File: src/rtl/instr_fetch_unit_pkg.sv
// Shared types and helpers for the decoupled instruction fetch stage.
package instr_fetch_unit_pkg;

    // Fetch control states: BOOT idles one cycle after reset, RUN issues normally,
    // SQUASH issues on the new path while wrong-path responses drain.
    typedef enum logic [1:0] {
        BOOT   = 2'b00,
        RUN    = 2'b01,
        SQUASH = 2'b10
    } fetch_state_e;

    // Width of a counter that must hold 0..depth inclusive.
    function automatic int unsigned cnt_w(input int unsigned depth);
        return $clog2(depth) + 32'd1;
    endfunction

endpackage

File: src/rtl/instr_fetch_unit_if.sv
// Instruction memory request/response bus between the fetch stage and I-memory.
interface instr_fetch_unit_if #(
    parameter int unsigned AW = 32,
    parameter int unsigned DW = 32
);
    logic [AW-1:0] Iaddr;
    logic          req_i_valid;
    logic          req_i_ready;
    logic [DW-1:0] Iin;
    logic          resp_i_valid;

    modport master (
        output Iaddr, req_i_valid,
        input  req_i_ready, Iin, resp_i_valid
    );

    modport slave (
        input  Iaddr, req_i_valid,
        output req_i_ready, Iin, resp_i_valid
    );
endinterface

File: src/rtl/instr_fetch_unit_fetch_queue.sv
// Synchronous FIFO used both for in-flight request PCs and for returned
// {instruction, PC} words. Flush beats push and pop; a full queue still
// accepts a push in a cycle that also pops.
module fetch_queue
    import instr_fetch_unit_pkg::*;
#(
    parameter int unsigned W     = 64,
    parameter int unsigned DEPTH = 4
) (
    input  logic                   clk,
    input  logic                   rst,
    input  logic                   push,
    input  logic                   pop,
    input  logic                   flush,
    input  logic [W-1:0]           wdata,
    output logic [W-1:0]           rdata,
    output logic                   full,
    output logic                   empty,
    output logic [$clog2(DEPTH):0] count
);
    localparam int unsigned PW = $clog2(DEPTH);
    localparam int unsigned CW = cnt_w(DEPTH);

    logic [W-1:0]  mem_r [DEPTH];
    logic [PW-1:0] wr_ptr_r;
    logic [PW-1:0] rd_ptr_r;
    logic [CW-1:0] count_r;
    logic          do_push_s;
    logic          do_pop_s;

    // Qualify push/pop against occupancy and flush
    always_comb begin
        do_pop_s  = pop & ~empty & ~flush;
        do_push_s = push & ~flush & (~full | do_pop_s);
    end

    // Pointer and occupancy update; pointers wrap naturally at DEPTH
    always_ff @(posedge clk) begin
        if (rst || flush) begin
            wr_ptr_r <= {PW{1'b0}};
            rd_ptr_r <= {PW{1'b0}};
            count_r  <= {CW{1'b0}};
        end else begin
            if (do_push_s) begin
                wr_ptr_r <= wr_ptr_r + PW'(1);
            end
            if (do_pop_s) begin
                rd_ptr_r <= rd_ptr_r + PW'(1);
            end
            count_r <= count_r + CW'(do_push_s) - CW'(do_pop_s);
        end
    end

    // Storage write; contents need no reset because occupancy guards reads
    always_ff @(posedge clk) begin
        if (do_push_s) begin
            mem_r[wr_ptr_r] <= wdata;
        end
    end

    assign rdata = mem_r[rd_ptr_r];
    assign full  = (count_r == CW'(DEPTH));
    assign empty = (count_r == {CW{1'b0}});
    assign count = count_r;
endmodule

File: src/rtl/instr_fetch_unit.sv
// Decoupled IF stage: pipelined in-order I-memory requests with credit-based
// issue, a DEPTH-entry return queue, and wrong-path squashing on redirect.
// Optional feature macro: FETCH_BYPASS_EN (response forwarded straight to the
// outputs when the return queue is empty).
module instr_fetch_unit
    import instr_fetch_unit_pkg::*;
#(
    parameter int unsigned   AW       = 32,
    parameter int unsigned   DW       = 32,
    parameter int unsigned   DEPTH    = 4,
    parameter logic [AW-1:0] RESET_PC = {AW{1'b0}}
) (
    input  logic               CLK,
    input  logic               RESET,
    instr_fetch_unit_if.master mem,
    input  logic               redirect_valid,
    input  logic [AW-1:0]      redirect_pc,
    output logic               ins_valid,
    input  logic               ins_ready,
    output logic [DW-1:0]      ins_out,
    output logic [AW-1:0]      pc_out,
    output logic [AW-1:0]      pcplus4_out
);
    localparam int unsigned   CW      = cnt_w(DEPTH);
    localparam int unsigned   CW1     = CW + 1;
    localparam logic [AW-1:0] PC_STEP = AW'(32'd4);

    fetch_state_e     state_r;
    fetch_state_e     state_nxt_s;
    logic [AW-1:0]    pc_r;
    logic [CW-1:0]    squash_cnt_r;
    logic [CW-1:0]    squash_nxt_s;
    logic [CW-1:0]    squash_after_s;
    logic [CW-1:0]    live_after_s;
    logic [CW-1:0]    live_cnt_s;   // live in-flight requests == PC queue occupancy
    logic [CW-1:0]    q_count_s;
    logic [CW1-1:0]   fill_s;
    logic [CW1-1:0]   commit_s;
    logic             pcq_full_s;
    logic             pcq_empty_s;
    logic             q_full_s;
    logic             q_empty_s;
    logic [AW-1:0]    pcq_head_s;
    logic [DW+AW-1:0] q_rdata_s;
    logic             issue_s;
    logic             fire_s;
    logic             resp_old_s;
    logic             resp_live_s;
    logic             push_s;
    logic             pop_s;
    logic             byp_s;
    logic             ins_valid_s;

    // Issue credit, response classification and dequeue handshake
    always_comb begin
        fill_s      = {1'b0, live_cnt_s} + {1'b0, q_count_s};
        commit_s    = {1'b0, live_cnt_s} + {1'b0, squash_cnt_r};
        issue_s     = ~RESET & (state_r != BOOT) & ~redirect_valid
                    & (fill_s < CW1'(DEPTH)) & (commit_s < CW1'(DEPTH))
                    & ~pcq_full_s & ~q_full_s;
        fire_s      = issue_s & mem.req_i_ready;
        resp_old_s  = mem.resp_i_valid & (squash_cnt_r != {CW{1'b0}});
        resp_live_s = mem.resp_i_valid & (squash_cnt_r == {CW{1'b0}}) & ~pcq_empty_s;
`ifdef FETCH_BYPASS_EN
        byp_s       = ~RESET & ~redirect_valid & q_empty_s & resp_live_s;
        push_s      = resp_live_s & ~redirect_valid & ~(byp_s & ins_ready);
`else
        byp_s       = 1'b0;
        push_s      = resp_live_s & ~redirect_valid;
`endif
        ins_valid_s = ~RESET & ~redirect_valid & (~q_empty_s | byp_s);
        pop_s       = ins_valid_s & ins_ready & ~q_empty_s;
    end

    // Squash accounting and FSM next state; a redirect turns every request still
    // live after this cycle's response into one to be squashed
    always_comb begin
        live_after_s   = live_cnt_s - CW'(resp_live_s);
        squash_after_s = squash_cnt_r - CW'(resp_old_s);
        if (redirect_valid) begin
            squash_nxt_s = squash_after_s + live_after_s;
        end else begin
            squash_nxt_s = squash_after_s;
        end
        state_nxt_s = state_r;
        case (state_r)
            BOOT: state_nxt_s = RUN;
            RUN, SQUASH: begin
                if (squash_nxt_s != {CW{1'b0}}) begin
                    state_nxt_s = SQUASH;
                end else begin
                    state_nxt_s = RUN;
                end
            end
            default: state_nxt_s = BOOT;
        endcase
    end

    // FSM state and squash counter registers
    always_ff @(posedge CLK) begin
        if (RESET) begin
            state_r      <= BOOT;
            squash_cnt_r <= {CW{1'b0}};
        end else begin
            state_r      <= state_nxt_s;
            squash_cnt_r <= squash_nxt_s;
        end
    end

    // Fetch PC: reload on redirect, advance by one word per accepted request
    always_ff @(posedge CLK) begin
        if (RESET) begin
            pc_r <= RESET_PC;
        end else if (redirect_valid) begin
            pc_r <= redirect_pc;
        end else if (fire_s) begin
            pc_r <= pc_r + PC_STEP;
        end else begin
            pc_r <= pc_r;
        end
    end

    fetch_queue #(.W(AW), .DEPTH(DEPTH)) u_pc_queue (
        .clk   (CLK),
        .rst   (RESET),
        .push  (fire_s),
        .pop   (resp_live_s),
        .flush (redirect_valid),
        .wdata (pc_r),
        .rdata (pcq_head_s),
        .full  (pcq_full_s),
        .empty (pcq_empty_s),
        .count (live_cnt_s)
    );

    fetch_queue #(.W(DW + AW), .DEPTH(DEPTH)) u_ins_queue (
        .clk   (CLK),
        .rst   (RESET),
        .push  (push_s),
        .pop   (pop_s),
        .flush (redirect_valid),
        .wdata ({mem.Iin, pcq_head_s}),
        .rdata (q_rdata_s),
        .full  (q_full_s),
        .empty (q_empty_s),
        .count (q_count_s)
    );

    assign mem.Iaddr       = pc_r;
    assign mem.req_i_valid = issue_s;
    assign ins_valid       = ins_valid_s;
`ifdef FETCH_BYPASS_EN
    assign ins_out = byp_s ? mem.Iin : q_rdata_s[DW+AW-1:AW];
    assign pc_out  = byp_s ? pcq_head_s : q_rdata_s[AW-1:0];
`else
    assign ins_out = q_rdata_s[DW+AW-1:AW];
    assign pc_out  = q_rdata_s[AW-1:0];
`endif
    assign pcplus4_out = pc_out + PC_STEP;
endmodule

File: src/flat_wrapper.sv
// flat-port wrapper written by rule: the top's interface ports become plain ports
module instr_fetch_unit_flat import instr_fetch_unit_pkg::*;
#(
    parameter int unsigned   AW       = 32,
    parameter int unsigned   DW       = 32,
    parameter int unsigned   DEPTH    = 4,
    parameter logic [AW-1:0] RESET_PC = {AW{1'b0}}
)
  (CLK, RESET, redirect_valid, redirect_pc, ins_valid, ins_ready, ins_out, pc_out, pcplus4_out, mem_Iaddr, mem_req_i_valid, mem_req_i_ready, mem_Iin, mem_resp_i_valid);
  instr_fetch_unit_if #(.AW(AW), .DW(DW)) mem_i ();
  input  logic CLK;
  input  logic RESET;
  input  logic redirect_valid;
  input  logic [AW-1:0] redirect_pc;
  output logic ins_valid;
  input  logic ins_ready;
  output logic [DW-1:0] ins_out;
  output logic [AW-1:0] pc_out;
  output logic [AW-1:0] pcplus4_out;
  output wire logic [$bits(mem_i.Iaddr)-1:0] mem_Iaddr;
  output wire logic [$bits(mem_i.req_i_valid)-1:0] mem_req_i_valid;
  input wire logic [$bits(mem_i.req_i_ready)-1:0] mem_req_i_ready;
  input wire logic [$bits(mem_i.Iin)-1:0] mem_Iin;
  input wire logic [$bits(mem_i.resp_i_valid)-1:0] mem_resp_i_valid;
  assign mem_Iaddr = mem_i.Iaddr;
  assign mem_req_i_valid = mem_i.req_i_valid;
  assign mem_i.req_i_ready = mem_req_i_ready;
  assign mem_i.Iin = mem_Iin;
  assign mem_i.resp_i_valid = mem_resp_i_valid;
  instr_fetch_unit #(.AW(AW), .DW(DW), .DEPTH(DEPTH), .RESET_PC(RESET_PC)) u_core (.CLK(CLK), .RESET(RESET), .mem(mem_i), .redirect_valid(redirect_valid), .redirect_pc(redirect_pc), .ins_valid(ins_valid), .ins_ready(ins_ready), .ins_out(ins_out), .pc_out(pc_out), .pcplus4_out(pcplus4_out));
endmodule
File: config.mk
export PLATFORM = sky130hd
export DESIGN_NAME = instr_fetch_unit_flat
export DESIGN_NICKNAME = d
export VERILOG_FILES = /design/src/rtl/instr_fetch_unit_pkg.sv /design/src/rtl/instr_fetch_unit_if.sv /design/src/rtl/instr_fetch_unit_fetch_queue.sv /design/src/rtl/instr_fetch_unit.sv /design/src/flat_wrapper.sv
export SDC_FILE = /design/constraint.sdc
export NUM_CORES = 1
export LEC_CHECK = 0
export BUFFER_PORTS_ARGS = -buffer_cell sky130_fd_sc_hd__buf_2
export CORE_MARGIN = 1
export CORE_UTILIZATION = 27
export CTS_BUF_LIST = sky130_fd_sc_hd__clkbuf_4 sky130_fd_sc_hd__clkbuf_8
export CTS_CLUSTER_DIAMETER = 40
export DETAILED_ROUTE_END_ITERATION = 16
export MAX_ROUTING_LAYER = met4
export PLACE_DENSITY = 0.42
export SLEW_MARGIN = 20
export SYNTH_ARGS = -nofsm -noshare
export SYNTH_HDL_FRONTEND = slang
export SYNTH_SLANG_ARGS = --single-unit
File: constraint.sdc
create_clock -name CLK -period 5.4 [get_ports CLK]
set_clock_uncertainty 0.15 [all_clocks]
set_input_delay 0.54 -clock CLK [delete_from_list [all_inputs] [get_ports CLK]]
set_output_delay 0.54 -clock CLK [all_outputs]
set_load 0.02 [all_outputs]
=== Yosys cells after proc, flatten, opt, wreduce, memory -nomap -nowiden ===
Memory sizes are Yosys's and may differ from the RTL's. A register that Yosys moved wholly into a read port is not among the register bits.
Index checks and enable logic that the tools add are counted.

* $add $sub $neg: 15
* $mul: 0
* Divide/modulo/power cells: 0
* Magnitude comparators: 2
* Equality and inequality tests: 4
* Shift operators: 0
* Multiplexer cells: 13
* Bitwise logic cells: 31
* Reductions and logical operators: 10

{| class="wikitable"
|+ Operators with widths
! operator !! number
|-
| $add 32x3->32 const B || 2
|-
| $mux 32 || 2
|-
| $and 1x1->1 || 23
|-
| $sub 3x1->3 || 4
|-
| $mux 2 || 5
|-
| $logic_not 3->1 || 3
|-
| $add 2x1->2 const B || 4
|-
| $add 3x3->4 || 2
|-
| $lt 4x3->1 const B || 2
|-
| $add 3x1->3 || 2
|-
| $eq 3x3->1 const B || 2
|-
| $not 1->1 || 6
|-
| $reduce_bool 3->1 || 2
|-
| $mux 1 || 4
|-
| $pmux 2 s2 || 1
|-
| $reduce_bool 2->1 || 2
|-
| $add 3x3->3 || 1
|-
| $mux 3 || 1
|-
| $eq 2x1->1 const B || 1
|-
| $eq 2x2->1 const B || 1
|-
| $logic_not 2->1 || 1
|-
| $or 1x1->1 || 2
|-
| $reduce_or 2->1 || 1
|-
| $logic_or 1x1->1 || 1
|}

* Register bits after elaboration: 51
* Bits in latches: 0
* Memory bits (writable): 384
* Bits in read-only memories: 0
* Input port bits: 70
* Output and inout port bits: 130
* Word-level logic and storage cells: 86
* Memories kept: 2

{| class="wikitable"
|+ Memories
! memory !! depth !! bits a word !! rd ports !! clocked after Yosys merged registers in !! wr ports !! RTL line !! text
|-
| u_core.u_ins_queue.mem_r || 4 || 64 || 1 || 1 || 1 || instr_fetch_unit_fetch_queue.sv:24 || <nowiki>logic [W-1:0] mem_r [DEPTH];</nowiki>
|-
| u_core.u_pc_queue.mem_r || 4 || 32 || 1 || 1 || 1 || instr_fetch_unit_fetch_queue.sv:24 ||
|}

=== Logic depth before layout (Yosys ltp) ===
* Word-level depth: 12
* Gate-level depth with buffers: 16
* Depth with buffers taken out: 14

=== Modules after synthesis ===
From an unflattened synthesis, not the netlist that was laid out.

* Cells, all modules: 965
* Area total of the unflattened synthesis: 17863.4 sq um

{| class="wikitable"
|+ By module, submodules not included
! module !! times used !! cells an instance !! area each (sq um) !! seq. area each (sq um)
|-
| fetch_queue at u_core.u_ins_queue || 1 || 384 || 9954.5 || 7867.5
|-
| fetch_queue at u_core.u_pc_queue || 1 || 217 || 5098.6 || 4023.9
|-
| instr_fetch_unit || 1 || 364 || 2810.2 || 740.7
|}

=== Worst setup path after synthesis ===
No wires, ideal clock.

* Path kind: input -> register
* From: in RESET
* To: mem u_core.u_ins_queue.mem_r[0][0] (enable)
* Setup time: 0.429 ns
* Arrival time: 3.338 ns
* Required time: 4.821 ns
* Path slack: 1.484 ns
* Stages: 6
* Path buffers: 1
* Cells stage by stage: or2_2 > clkbuf_1 > nor2_1 > nand2_1 > a21boi_2 > and2_1

* Longest elaborated chain between the ends: 11

{| class="wikitable"
|+ RTL lines
! item !! RTL line !! text
|-
| start: declaration || flat_wrapper.sv:12 || <nowiki>input logic RESET;</nowiki>
|-
| $not 1->1 || instr_fetch_unit.sv:71 || <nowiki>ins_valid_s = ~RESET & ~redirect_valid & (~q_empty_s | byp_s);</nowiki>
|-
| $and 1x1->1 (2 in series) || instr_fetch_unit.sv:71 ||
|-
| named net ins_valid || flat_wrapper.sv:15 || <nowiki>output logic ins_valid;</nowiki>
|-
| $and 1x1->1 (2 in series) || instr_fetch_unit.sv:72 || <nowiki>pop_s = ins_valid_s & ins_ready & ~q_empty_s;</nowiki>
|-
| $and 1x1->1 (2 in series) || instr_fetch_unit_fetch_queue.sv:33 || <nowiki>do_pop_s = pop & ~empty & ~flush;</nowiki>
|-
| $or 1x1->1 || instr_fetch_unit_fetch_queue.sv:34 || <nowiki>do_push_s = push & ~flush & (~full | do_pop_s);</nowiki>
|-
| $and 1x1->1 || instr_fetch_unit_fetch_queue.sv:34 ||
|-
| $mux 1 || instr_fetch_unit_fetch_queue.sv:56 || <nowiki>if (do_push_s) begin</nowiki>
|-
| $mux 1 (not written as such) || instr_fetch_unit_fetch_queue.sv:57 || <nowiki>mem_r[wr_ptr_r] <= wdata;</nowiki>
|-
| end: declaration || instr_fetch_unit_fetch_queue.sv:24 ||
|}

The timed path passes the listed nets, and every way through them passes these cells.

==> impl_metrics.env <==
export IMPL_final_cell_area_um2=21700
export IMPL_min_path_type="input pin to flop"
export IMPL_synth_area_um2=17530
export IMPL_die_y_um=256.8
export IMPL_grt_antenna_before_repair=1
export IMPL_finalSetupViolCount=0
export IMPL_cts_setup_buffers=0
export IMPL_layout_common_cells="384 x edfxtp_1, 199 x buf_2, 96 x mux4_2, 85 x clkbuf_8"
export IMPL_synthCells=957
export IMPL_min_delay_start="redirect_pc[22]"
export IMPL_worstPathCellList="mux4_2, nand4_1, nor4_2, and2_1, nand4_1, xnor2_1, buf_2"
export IMPL_p_per_area_nw_per_um2=342.2
export IMPL_drt_iter0_drc=548
export IMPL_period_needed_ns=4.511
export IMPL_syn_avg_cell_area_um2=18.32
export IMPL_outcome="finished clean"
export IMPL_drive_gt1_share_pct=35.49
export IMPL_tns_ns=0
export IMPL_worst_path_max_delay_cell="dfxtp_4"
export IMPL_portBuffers=199
export IMPL_synthFlopType="edfxtp_1"
export IMPL_leakagePower_nw=7.244
export IMPL_vias=9625
export IMPL_worst_pin_slew_ns=1.056
export IMPL_routed_via_density=4.409
export IMPL_grt_total_usage_pct=13.65
export IMPL_r2r_setup_slack_ns=1.90
export IMPL_ioPinCount=200
export IMPL_htree_levels=3
export IMPL_timing_rr_start="u_core.u_pc_queue.count[2]$_SDFF_PP0_"
export IMPL_coreArea_um2=64350
export IMPL_placed_cell_area_um2=19530
export IMPL_clockBufferDepth=3
export IMPL_synth_yosys_seq_area_share_pct=72.04
export IMPL_yosys_warnings=0
export IMPL_max_cap_violations=0
export IMPL_wl_per_cell_um=19.88
export IMPL_max_stage_delay_ns=0.84
export IMPL_cts_hold_buffers=55
export IMPL_required_ns=4.71
export IMPL_final_hold_violation_count=0
export IMPL_syn_to_final_growth_pct=23.76
export IMPL_hold_slack_ns=0.07343
export IMPL_num_rows=93
export IMPL_finalMaxSlewViolations=0
export IMPL_utilization_pct=33.72
export IMPL_start_util_pct=27.25
export IMPL_first_pass_iters=4
export IMPL_slew_headroom_pct=29.57
export IMPL_r2r_end="u_core.u_pc_queue.count[2]$_SDFF_PP0_"
export IMPL_synth_ff_latch_count=439
export IMPL_synth_cell_types=69
export IMPL_crit_type="flop to output port"
export IMPL_min_path_cells=3
export IMPL_cts_sink_count=439
export IMPL_dieArea_um2=65960
export IMPL_drc_errors=0
export IMPL_setup_worst_path_start_class="flop"
export IMPL_grt_pass1_vias=10009
export IMPL_cts_buffers_inserted=81
export IMPL_fin_crit_sh_pct=83.54
export IMPL_path_max_fanout=35
export IMPL_grt_max_degree=65
export IMPL_syn_num_nets=1054
export IMPL_postRouteAntennaNets=0
export IMPL_grt_pass1_wl_um=65280
export IMPL_rsz0062_at_grt="false"
export IMPL_crit_top_cell="nand4_1"
export IMPL_rr_worst_depth=14
export IMPL_clk_latency_ns=0.64
export IMPL_place_gp_congestion=0.7144
export IMPL_crit_arrival_ns=3.82
export IMPL_die_x_um=256.8
export IMPL_overflow=0
export IMPL_clkTransAtPathRegs_ns=0.06
export IMPL_synth_edf_count=384
export IMPL_root_buffer="clkbuf_8"
export IMPL_fin_nets=1362
export IMPL_holdPathEnd="u_core.mem.Iaddr[22]$_SDFFE_PP0N_"
export IMPL_layout_commonest_cell="edfxtp_1"
export IMPL_hpwl_um=27270
export IMPL_async_flop_share_pct=0
export IMPL_endpoint_kind="output port"
export IMPL_cts_tree="yes"
export IMPL_wl_um=43390
export IMPL_fillCellCount=6259
export IMPL_post_cts_resized=0
export IMPL_ir_drop_v=0.0001509
export IMPL_fmax_ghz=0.2217
==> logic make-up after synthesis <==
group / count (synthesis) / share of synthesized area (%)
xor gates and xnor gates: 51 / 2.547
muxes: 102 / 12.69
and+or+nand+nor: 201 / 6.222
DFF: 439 / 72.04
adders and majority gates: 27 / 2.055
AOI/OAI and AO/OA: 65 / 2.562
buffers and inverters: 72 / 1.877
==> Yosys cell counts, types with 10 or more instances <==
cell type	count	area, um^2
xor2_1	12	105.1
nand2_1	38	142.6
a31oi_1	10	62.56
dfxtp_1	55	1101
xnor2_1	39	341.6
nor2_1	55	206.5
mux4_2	96	2162
edfxtp_1	384	11530
nand3_1	22	110.1
clkbuf_1	19	71.32
buf_2	10	50.05
and2_1	20	125.1
inv_1	29	108.9
a21oi_1	15	75.07
ha_1	24	300.3
nand4_1	18	112.6
==> stage by stage <==
stage | setup WS (ns) | cells | power [mW]
after global routing | 0.6087 | 2183 | 7.744
after global placement | 1.479 | 1982 | 4.274
after CTS | 0.6998 | 2182 | 7.561
final | 0.8887 | 2183 | 7.427
after floorplan | 1.484 | 957 | 4.117
after detailed placement | 1.441 | 1982 | 4.276
==> state kept, by name, indices dropped and copies added (netlist names), 3 cells and up, named ones only <==
signal and count:
u_core.u_ins_queue.mem_r 256, u_core.squash_cnt_r 3, u_core.u_ins_queue.count 3, u_core.u_pc_queue.count 3, u_core.u_pc_queue.mem_r 128, u_core.mem.Iaddr 32
==> worst max path at each step <==
stage	startpoint	endpoint	slack, ns	cells after the start
after floorplan	RESET	u_core.u_ins_queue.mem_r[0][0]$_DFFE_PP_	1.48	6
after global placement	flop	pcplus4_out[19]	1.48	7
after detailed placement	flop	pcplus4_out[19]	1.44	7
after CTS	flop	pcplus4_out[19]	0.70	7
after global routing	flop	pcplus4_out[19]	0.61	7
final	flop	pcplus4_out[19]	0.89	7
==> worst max-delay path, delay by kind of cell, from the launching register on <==
kind / cells / cell delay (ns)
buf+inv: 1 / 0.23
flops: 1 / 0.84
xor+xnor: 1 / 0.30
simple gates: 4 / 1.37
mux: 1 / 0.43
==> report_power, final <==
group	internal [mW]	switching [mW]	total [mW]	leakage, nW
clock network	1.79	1.41	3.19	0.835
registers	3.75	0.0610	3.81	3.93
logic	0.183	0.243	0.426	2.48
==> per-layer routing <==
metal  GRT usage [%]  up-vias  share of wire [%]
met4           3.902        0                2.0
met1           17.44     4878                 45
met5               -        -                  0
li1                -     4421                  -
met2           21.58      249                 48
met3           3.203       77                4.2
==> final cells by class <==
type	instances	area (um^2)	area share, %
timing repair buffer	267	1657	7.634
clock buffer	104	1313	6.049
multi-input combinational	446	4594	21.17
tap	855	1070	4.930
sequential	439	12640	58.26
antenna	1	2.502	0.01153
clock inverter	41	309.0	1.424
inverter	30	112.6	0.5189
(Power assumes the default switching activity.)
